[src/rtl/ntt_ctrl_if.sv]
// Handshake and datapath-control bundle between the ML-DSA sequencer, ntt_ctrl,
// the BFU, the coefficient RAM and the zeta ROM.
interface ntt_ctrl_if #(
   parameter int unsigned LOGN = 8
);
   logic            i_start;
   logic            i_intt;
   logic            o_busy;
   logic            o_done;
   logic            o_rd_en;
   logic [LOGN-1:0] o_rd_addr_a;
   logic [LOGN-1:0] o_rd_addr_b;
   logic [LOGN-1:0] o_tw_idx;
   logic            o_tw_neg;
   logic            o_bfu_intt;
   logic            o_bfu_skip;
   logic            o_wr_en;
   logic [LOGN-1:0] o_wr_addr_a;
   logic [LOGN-1:0] o_wr_addr_b;

   modport master (
      output i_start, i_intt,
      input  o_busy, o_done, o_rd_en, o_rd_addr_a, o_rd_addr_b, o_tw_idx, o_tw_neg,
             o_bfu_intt, o_bfu_skip, o_wr_en, o_wr_addr_a, o_wr_addr_b
   );

   modport slave (
      input  i_start, i_intt,
      output o_busy, o_done, o_rd_en, o_rd_addr_a, o_rd_addr_b, o_tw_idx, o_tw_neg,
             o_bfu_intt, o_bfu_skip, o_wr_en, o_wr_addr_a, o_wr_addr_b
   );
endinterface

[src/rtl/ntt_ctrl.sv]
// Sequences one forward/inverse NTT through a single BFU: one butterfly read per cycle,
// twiddle index generation and delay-matched write-back addresses.
module ntt_ctrl #(
   parameter int unsigned N          = 256,
   parameter int unsigned LOGN       = $clog2(N),
   parameter int unsigned MEM_RD_LAT = 1,
   parameter int unsigned BFU_LAT    = 4
) (
   input logic       i_clk,
   input logic       i_rst,
   ntt_ctrl_if.slave bus
);

   localparam int unsigned L  = MEM_RD_LAT + BFU_LAT;
   localparam int unsigned LW = $clog2(LOGN);

   localparam logic [LOGN-1:0] CntLast   = LOGN'(N / 2 - 1);
   localparam logic [LOGN-1:0] DrainLast = LOGN'(L - 1);
   localparam logic [LW-1:0]   LayerLast = LW'(LOGN - 1);

   typedef enum logic [1:0] {StIdle, StIssue, StDrain, StDone} state_e;

   state_e          state_q, state_d;
   logic [LOGN-1:0] cnt_q, cnt_d;
   logic [LW-1:0]   layer_q, layer_d;
   logic            intt_q, intt_d;

   logic            rd_en;
   logic [LOGN-1:0] rd_a, rd_b;

   logic [L-1:0]    dly_en_q;
   logic [LOGN-1:0] dly_a_q [L];
   logic [LOGN-1:0] dly_b_q [L];

   always_ff @(posedge i_clk or posedge i_rst) begin
      if (i_rst) begin
         state_q  <= StIdle;
         cnt_q    <= '0;
         layer_q  <= '0;
         intt_q   <= 1'b0;
         dly_en_q <= '0;
         for (int i = 0; i < L; i++) begin
            dly_a_q[i] <= '0;
            dly_b_q[i] <= '0;
         end
      end else begin
         state_q     <= state_d;
         cnt_q       <= cnt_d;
         layer_q     <= layer_d;
         intt_q      <= intt_d;
         // Write-back line keeps shifting through DRAIN so every read yields one write.
         dly_en_q[0] <= rd_en;
         dly_a_q[0]  <= rd_a;
         dly_b_q[0]  <= rd_b;
         for (int i = 1; i < L; i++) begin
            dly_en_q[i] <= dly_en_q[i-1];
            dly_a_q[i]  <= dly_a_q[i-1];
            dly_b_q[i]  <= dly_b_q[i-1];
         end
      end
   end

   always_comb begin
      state_d = state_q;
      cnt_d   = cnt_q;
      layer_d = layer_q;
      intt_d  = intt_q;
      unique case (state_q)
         StIdle: begin
            if (bus.i_start) begin
               intt_d  = bus.i_intt;
               layer_d = '0;
               cnt_d   = '0;
               state_d = StIssue;
            end
         end
         StIssue: begin
            if (cnt_q == CntLast) begin
               cnt_d   = '0;
               state_d = StDrain;
            end else begin
               cnt_d = cnt_q + LOGN'(1);
            end
         end
         StDrain: begin
            // Hold off the next layer until the last write of this one has landed.
            if (cnt_q == DrainLast) begin
               cnt_d = '0;
               if (layer_q == LayerLast) begin
                  state_d = StDone;
               end else begin
                  layer_d = layer_q + LW'(1);
                  state_d = StIssue;
               end
            end else begin
               cnt_d = cnt_q + LOGN'(1);
            end
         end
         StDone:  state_d = StIdle;
         default: state_d = StIdle;
      endcase
   end

   logic [LW-1:0]   s;
   logic [LOGN-1:0] len, g, j, tw;

   always_comb begin
      rd_en = (state_q == StIssue);
      s     = intt_q ? layer_q : (LayerLast - layer_q);
      len   = LOGN'(1) << s;
      g     = cnt_q >> s;
      j     = ((g << 1) << s) | (cnt_q & (len - LOGN'(1)));
      // (N >> s) - 1 == all-ones >> s, avoiding a LOGN+1 bit intermediate.
      tw    = intt_q ? (({LOGN{1'b1}} >> s) - g) : ((LOGN'(1) << layer_q) + g);
      rd_a  = rd_en ? j : '0;
      rd_b  = rd_en ? (j + len) : '0;

      bus.o_busy      = (state_q == StIssue) || (state_q == StDrain);
      bus.o_done      = (state_q == StDone);
      bus.o_rd_en     = rd_en;
      bus.o_rd_addr_a = rd_a;
      bus.o_rd_addr_b = rd_b;
      bus.o_tw_idx    = rd_en ? tw : '0;
      bus.o_tw_neg    = intt_q;
      bus.o_bfu_intt  = intt_q;
      bus.o_bfu_skip  = 1'b0;
      bus.o_wr_en     = dly_en_q[L-1];
      bus.o_wr_addr_a = dly_a_q[L-1];
      bus.o_wr_addr_b = dly_b_q[L-1];
   end

endmodule

[src/flat_wrapper.sv]
// flat-port wrapper written by rule: the top's interface ports become plain ports
module ntt_ctrl_flat 
#(
   parameter int unsigned N          = 256,
   parameter int unsigned LOGN       = $clog2(N),
   parameter int unsigned MEM_RD_LAT = 1,
   parameter int unsigned BFU_LAT    = 4
)
  (i_clk, i_rst, bus_i_start, bus_i_intt, bus_o_busy, bus_o_done, bus_o_rd_en, bus_o_rd_addr_a, bus_o_rd_addr_b, bus_o_tw_idx, bus_o_tw_neg, bus_o_bfu_intt, bus_o_bfu_skip, bus_o_wr_en, bus_o_wr_addr_a, bus_o_wr_addr_b);
  ntt_ctrl_if #(.LOGN(LOGN)) bus_i ();
  input logic i_clk;
  input logic i_rst;
  input wire logic [$bits(bus_i.i_start)-1:0] bus_i_start;
  input wire logic [$bits(bus_i.i_intt)-1:0] bus_i_intt;
  output wire logic [$bits(bus_i.o_busy)-1:0] bus_o_busy;
  output wire logic [$bits(bus_i.o_done)-1:0] bus_o_done;
  output wire logic [$bits(bus_i.o_rd_en)-1:0] bus_o_rd_en;
  output wire logic [$bits(bus_i.o_rd_addr_a)-1:0] bus_o_rd_addr_a;
  output wire logic [$bits(bus_i.o_rd_addr_b)-1:0] bus_o_rd_addr_b;
  output wire logic [$bits(bus_i.o_tw_idx)-1:0] bus_o_tw_idx;
  output wire logic [$bits(bus_i.o_tw_neg)-1:0] bus_o_tw_neg;
  output wire logic [$bits(bus_i.o_bfu_intt)-1:0] bus_o_bfu_intt;
  output wire logic [$bits(bus_i.o_bfu_skip)-1:0] bus_o_bfu_skip;
  output wire logic [$bits(bus_i.o_wr_en)-1:0] bus_o_wr_en;
  output wire logic [$bits(bus_i.o_wr_addr_a)-1:0] bus_o_wr_addr_a;
  output wire logic [$bits(bus_i.o_wr_addr_b)-1:0] bus_o_wr_addr_b;
  assign bus_i.i_start = bus_i_start;
  assign bus_i.i_intt = bus_i_intt;
  assign bus_o_busy = bus_i.o_busy;
  assign bus_o_done = bus_i.o_done;
  assign bus_o_rd_en = bus_i.o_rd_en;
  assign bus_o_rd_addr_a = bus_i.o_rd_addr_a;
  assign bus_o_rd_addr_b = bus_i.o_rd_addr_b;
  assign bus_o_tw_idx = bus_i.o_tw_idx;
  assign bus_o_tw_neg = bus_i.o_tw_neg;
  assign bus_o_bfu_intt = bus_i.o_bfu_intt;
  assign bus_o_bfu_skip = bus_i.o_bfu_skip;
  assign bus_o_wr_en = bus_i.o_wr_en;
  assign bus_o_wr_addr_a = bus_i.o_wr_addr_a;
  assign bus_o_wr_addr_b = bus_i.o_wr_addr_b;
  ntt_ctrl #(.N(N), .LOGN(LOGN), .MEM_RD_LAT(MEM_RD_LAT), .BFU_LAT(BFU_LAT)) u_core (.i_clk(i_clk), .i_rst(i_rst), .bus(bus_i));
endmodule
[config.mk]
export PLATFORM = sky130hd
export DESIGN_NAME = ntt_ctrl_flat
export DESIGN_NICKNAME = d
export VERILOG_FILES = /design/src/rtl/ntt_ctrl_if.sv /design/src/rtl/ntt_ctrl.sv /design/src/flat_wrapper.sv
export SDC_FILE = /design/constraint.sdc
export NUM_CORES = 1
export LEC_CHECK = 0
export BUFFER_PORTS_ARGS = -buffer_cell sky130_fd_sc_hd__buf_4
export CAP_MARGIN = 20
export CORE_ASPECT_RATIO = 0.9
export CORE_MARGIN = 1.5
export CORE_UTILIZATION = 61
export CTS_BUF_LIST = sky130_fd_sc_hd__clkbuf_8
export DETAILED_ROUTE_END_ITERATION = 10
export PLACE_DENSITY = 0.85
export RECOVER_POWER = 100
export SKIP_CTS_REPAIR_TIMING = 1
export SLEW_MARGIN = 10
export SYNTH_ARGS = -nofsm -noshare
export SYNTH_HDL_FRONTEND = slang
export SYNTH_SLANG_ARGS = --single-unit
[constraint.sdc]
create_clock -name i_clk -period 4 [get_ports i_clk]
set_input_delay 0 -clock i_clk [delete_from_list [all_inputs] [get_ports i_clk]]
set_output_delay 0 -clock i_clk [all_outputs]
set_load 0.005 [all_outputs]
==> key figures, run 1 <==
Status
  • Status: finished with violations
  • Failing checks: max-capacitance violations, max-slew violations

Synth
  • Cells after Synth: around 500
  • Top cell type by total area after synthesis: dfrtp_1
  • Count leader, synth: dfrtp_1
  • Warnings from Yosys: 0
  • Yosys reg bits: between 90 and 100
  • Most used DFF post-synth: dfrtp_1
  • Post-Syn Nets: 538
  • Synth Cell Area: 5220 um2
  • Synth cell types: 69
  • Synth top cells by count: dfrtp_1 (99), nor2_1 (43), ha_1 (31)
  • Share of the synthesized area in the top cell type: 0.475
  • Number of synthesized flops with an enable pin: 0
  • Syn Area/Cell: between 10 and 15 um2
  • Largest cells by area after synthesis: dfrtp_1 (48%), ha_1 (7.4%), buf_4 (3.2%)
  • Asr flop ratio synth: 1.00
  • Sequential fraction of the synthesis area: 0.475

Timing
  • Rel. slew slack: -0.495
  • Final hold violations: 0
  • Worst Slack Setup Final: approximately 93 ps
  • Final period utilization: 0.977
  • Fmax: about 260 MHz
  • Final setup viols: 0
  • Worst Skew: 12.7 ps
  • Final Max Tran Viols: 56
  • Tmin final: ~3900 ps
  • Setup Total Neg Slack: 0 ps
  • Slew @ Worst Pin: 2230 ps

Critical path
  • Type of origin of the critical path: register
  • Worst path top cell family by delay: compound AO/OA/AOI/OAI gates
  • WP buf/inv: 3
  • Worst reg2reg path startpoint: u_core.bus.o_bfu_intt
  • CP max stage delay: 440 ps
  • CP cell instances: buf_4 > and3_1 > a221oi_1 > nor2_1 > a211o_1 > a222oi_1 > inv_1 > ha_1 > nor2b_1 > o21ai_1 > a21boi_2 > o21ai_2 > nor3b_2 > nor3_2 > buf_4
  • CP startpoint: u_core.bus.o_bfu_intt
  • CP arrival: 3910 ps
  • Crit Path Category: register to primary output
  • Crit-path slowest cell: dfrtp_2
  • Endpoint class of the critical path: primary output
  • Max FO, Critical Path: 16
  • WP data required: approximately 4000 ps
  • Most frequent CP cell: buf_4

GRT
  • Vias in the first global route: ~3800
  • Largest net degree at the start of global routing: 56
  • Grt ovf: 0
  • Initial antenna violation count: 0
  • Global-route wire length before repair: approximately 19000 um
  • Total track usage: 0.274

Floorplanning
  • Core ar.: around 8200 um2
  • DIE AREA: about 9100 um2
  • I/O Pins: 51
  • Rows: 31
  • Die height: 90.7 um
  • Die W: between 100 and 150 um
  • Starting Density: 0.637

Pwr
  • Combinational share of power: 0.510
  • Internal power: around 0.0026 W
  • Sequential share of power: 0.321
  • P_sw: roughly 0.0017 W
  • Sw frac: 0.400
  • Power Density: 726 nW/um2
  • P_leak: approximately 2.9 nW
  • Max rail drop VDD: around 0.45 mV
  • Final Power: between 0.004 and 0.005 W
  • Share of power burned in the clock network: 0.169

Clock network
  • Clk slew on worst S/H paths: ~100 ps
  • Worst skew pair latency: roughly 370 ps
  • CTS Sinks: between 90 and 100
  • CTS tree: built
  • Inserted Clock Buffers: 9
  • Max clock buf depth: 2
  • Clock Tree Root: clkbuf_8
  • H-Tree Depth: 3

Finish
  • Layout cells sized above 1: 0.224
  • ANT cells: 0
  • Post-layout util: 0.725
  • Area Overhead vs Synth: 13.8%
  • Fin nets: between 500 and 600

Route
  • Post-route ant nets: 0
  • Total Wirelength: roughly 12000 um
  • Vias/cell: 5.86
  • Routed len/inst: 17.7 um
  • 1st-iter DRT viols: 271
  • Drt first pass iters: 6
  • # DRC: 0
  • Vias: 3885

Hold path
  • HP Start: bus_i_start
  • Worst min path class: input pin to register

Place
  • Port bufs: approximately 50
  • Routability cong.: about 0.95
  • Dpl ws: 300 ps
  • DP Wirelength: roughly 8400 um

Job
  • Max cap viols: 1
[final timing paths]
kind                                        endpoint  slack, ps  depth (start not counted)
max reg2reg                       u_core.dly_b_q[38]        530                         14
min in group asynchronous  u_core.bus.o_wr_addr_b[4]        780                          3
min                                u_core.state_q[0]         70                          4
max in group asynchronous          u_core.layer_q[2]       1280                          4
max                               bus_o_rd_addr_b[6]         90                         15
min reg2reg                       u_core.dly_b_q[25]        340                          0
[sequential cells by signal, indices dropped and copies added (netlist names)]
register                count
u_core.bus.o_wr_addr_b      8
u_core.bus.o_wr_addr_a      8
u_core.dly_b_q             32
u_core.bus.o_bfu_intt       1
u_core.dly_en_q             5
u_core.dly_a_q             32
u_core.state_q              2
u_core.layer_q              3
u_core.cnt_q                8
[placed cells by master (no fill, tap or decap), types with 3 or more instances in the layout]
cell type / n
and2_1: 9
clkbuf_4: 27
a211oi_1: 5
dfrtp_2: 3
buf_4: 43
ha_1: 30
or3_1: 3
dlygate4sd3_1: 3
nand3_1: 7
a221oi_1: 7
o21a_1: 4
clkbuf_8: 9
nand2_1: 27
nor2b_1: 14
o22ai_1: 9
o21ai_0: 19
mux2_2: 3
a21oi_1: 18
inv_1: 25
o31ai_1: 7
nor2_1: 43
a31oi_1: 3
a211o_1: 3
nand2b_1: 11
xnor2_1: 9
o221ai_1: 6
xor2_1: 5
mux2i_1: 12
nor3_1: 10
or2_2: 3
dfrtp_1: 96
[through the flow]
step | area (um2) | instances | hold WS, ps
6_report | 5930 | 663 | 70.9
5_1_grt | 5930 | 663 | 83.3
4_1_cts | 5840 | 656 | -278
3_5_place_dp | 5610 | 640 | 131
3_3_place_gp | 5610 | 640 | 119
2_1_floorplan | 5220 | 501 | 150
[layer usage]
metal  vias up  global-route usage  part of all wire
met5         -                   0                 0
li1       1812                   -                 -
met2       167               0.439              0.48
met3        25              0.0697             0.074
met1      1881               0.371              0.42
met4         0              0.0751             0.019
[cell type report]
class                           count  area, um2
Timing Repair Buffer               76        568
Fill cell                         598       2250
Clock inverter                      7        110
Multi-Input combinational cell    329       2400
Tap cell                          115        144
Clock buffer                        9        124
Inverter                           28        106
Sequential cell                    99       2480
[logic make-up after synthesis]
| group | count (synthesis) | share of synthesized area |
|---|---|---|
| mux | 19 | 0.0437 |
| buf+inv | 73 | 0.0727 |
| compound gates | 111 | 0.147 |
| simple gates | 147 | 0.143 |
| xor+xnor | 17 | 0.0350 |
| flops | 99 | 0.475 |
| other cells | 2 | 0.00144 |
| fa+ha+maj | 33 | 0.0821 |
[tightest hold or removal path: stages]
cell     delay [ps]
buf_4           110
inv_1            70
a211o_1         160
a21oi_1          70
[power by group through the flow]
stage               Combinational (W)  Sequential (W)  Clock, W
floorplan                     0.00152         0.00135         0
global placement              0.00205         0.00139         0
detailed placement            0.00210         0.00141         0
CTS                           0.00211         0.00139  0.000742
global route                  0.00241         0.00141  0.000787
finish                        0.00220         0.00138  0.000730
No activity file was read; power rests on OpenSTA's default activity.
==> run 2: changes to the inputs <==
CORE_UTILIZATION = 60   (was 61)
PLACE_DENSITY = 0.84   (was 0.85)
==> run 2 against run 1 <==
Effect of this change:
- the flow still finishes with violations (max-capacitance violations, max-slew violations)
- wire length grew 0.74%
- die area grew 1.6%
- register-to-register slack gained 110 ps
- largest cell class unchanged
==> key figures, run 2 (synthesized netlist as in run 1, its figures left out) <==
Finish
  • ANT cells: 0 (unchanged)
  • Top flop regs: u_core.dly_a_q x32, u_core.dly_b_q x32
  • Most frequent cells in the layout: dfrtp_1 (94), nor2_1 (43), buf_4 (42), ha_1 (30), nand2_1 (27)
  • Commonest non-fill, non-tap cell in the layout: dfrtp_1
  • Final Non-Filler Cells: 661 (-0.30%)
  • Design area: 5960 um2 (+0.49%)
  • Layout cells sized above 1: 0.225 (+0.000640)
  • Fin nets: 574 (-1.0%)
  • Area Overhead vs Synth: 14.3%

Place
  • Port bufs: 49 (unchanged)
  • Routability cong.: 0.941 (-0.77%)
  • DP Wirelength: 8080 um (-4.1%)
  • Cells after DPL: 639 (-0.16%)
  • Dpl ws: 485 ps (+184 ps)
  • DP Area: 5590 um2 (-0.36%)

Pwr
  • P_leak: 2.87 nW (about the same)
  • Final Power: 0.00434 W (+0.79%)
  • Max rail drop VDD: 0.483 mV (+7.7%)
  • Power Density: 728 nW/um2 (+0.31%)

GRT
  • Global route hottest layer: met2
  • Met3 GRT Util: 0.0654 (-0.00422)
  • Grt ovf: 0 (unchanged)
  • Met2 Use GR: 0.417 (-0.0221)
  • Total track usage: 0.267 (-0.00695)
  • Largest net degree at the start of global routing: 57 (+1.8%)
  • Initial antenna violation count: 0 (unchanged)
  • Global-route wire length before repair: 18700 um (-2.2%)
  • Grt met1 use: 0.363 (-0.00802)
  • Vias in the first global route: 3628 (-3.8%)

Route
  • Vias/cell: 5.90 (+0.61%)
  • # DRC: 0 (unchanged)
  • Post-route ant nets: 0 (unchanged)
  • Drt first pass iters: 6 (unchanged)
  • 1st-iter DRT viols: 259 (-4.4%)
  • Routed len/inst: 17.8 um (+1.0%)
  • Total Wirelength: 11800 um (+0.74%)
  • Vias: 3897 (+0.31%)

Floorplanning
  • Starting Density: 0.614 (-0.0228)
  • Rows: 32 (+3.2%)
  • DIE AREA: 9260 um2 (+1.6%)
  • Die height: 91.4 um (+0.80%)
  • Die W: 101 um (+0.80%)
  • I/O Pins: 51 (unchanged)
  • Core ar.: 8490 um2 (+3.7%)

Critical path
  • Endpoint class of the critical path: primary output
  • CP arrival: 3860 ps (-50 ps)
  • WP data required: 4000 ps (about the same)
  • Crit Path Category: register to primary output
  • CP startpoint: u_core.bus.o_bfu_intt
  • Worst reg2reg path startpoint: u_core.layer_q[1]
  • Type of origin of the critical path: register
  • Max FO, Critical Path: 31 (+15)

Timing
  • Final Max Tran Viols: 57 (+1.8%)
  • Final hold violations: 0 (unchanged)
  • Worst Skew: 7.90 ps (-4.83 ps)
  • Tmin final: 3860 ps (-43.4 ps)
  • Setup Total Neg Slack: 0 ps (unchanged)
  • Fmax: 259 MHz (+1.1%)
  • Rel. slew slack: -0.537 (-0.0426)
  • Final setup viols: 0 (unchanged)
  • Slew @ Worst Pin: 2290 ps (+63.6 ps)
  • Final period utilization: 0.966 (-0.0108)
  • Worst Slack Setup Final: 137 ps (+43.4 ps)

Status
  • Failing checks: max-capacitance violations, max-slew violations
  • Status: finished with violations

Hold path
  • HP Start: bus_i_start
  • Worst min path class: input pin to register

Job
  • Max cap viols: 1 (unchanged)

Clock network
  • Inserted Clock Buffers: 9 (unchanged)
  • Clock Tree Root: clkbuf_8
  • Clk slew on worst S/H paths: 90 ps (about the same)
  • CTS tree: built
  • Max clock buf depth: 2 (unchanged)
  • CTS Sinks: 99 (unchanged)
  • H-Tree Depth: 3 (unchanged)
  • Worst skew pair latency: 370 ps (about the same)
## run 2: changes by cell type in the layout (fill, tap and decap cells not counted), sizes merged
cell / before / now
clkbuf: 39 / 33
clkinv: 3 / 0
inv: 29 / 31
bufinv: 2 / 3
## run 2: final timing paths
path,endpoint,slack [ps],cells past startpoint
worst max register to register,u_core.dly_b_q[39],640,13
min in group asynchronous,u_core.bus.o_wr_addr_a[4],810,3
worst min register to register,u_core.dly_a_q[15],350,0
max in group asynchronous,u_core.layer_q[1],1210,4
worst max-delay path,bus_o_tw_idx[6],140,14
worst min-delay path,u_core.state_q[0],80,4
## run 2: cell type report
type                    count  area (um2)
clock inverters             7         123
flip-flops and latches     99        2490
well taps                 119         149
clock buffers               9         124
multi-input cells         329        2440
fillers                   644        2530
repair buffers             70         536
inverters                  28         106
## run 2: worst max-delay path: stages, from the launching register on
cell and delay [ps]:
dfrtp_2 470, buf_12 180, nand2b_2 240, o221ai_2 190
a21oi_1 100, a211o_1 380, ha_1 250, fa_1 400
a21o_1 190, a311o_1 370, a21oi_2 150, xor2_1 190
o32a_1 170, a21oi_1 60, buf_4 140
## run 2: layer usage
metal,part of all wire,vias to the layer above
met4,0.021,0
met5,0,-
met2,0.49,173
met1,0.41,1896
met3,0.080,29
li1,-,1799
## run 2: through the flow
step / utilization / hold slack [ps]
2_1_floorplan: - / 150
3_5_place_dp: 0.658 / 141
5_1_grt: 0.702 / 108
3_3_place_gp: 0.658 / 122
6_report: 0.702 / 77.5
4_1_cts: 0.687 / -261
## run 2: report_power, final
group / internal, W / switching [W]
Combinational: 0.000948 / 0.00123
Clock: 0.000422 / 0.000345
Sequential: 0.00127 / 0.000133
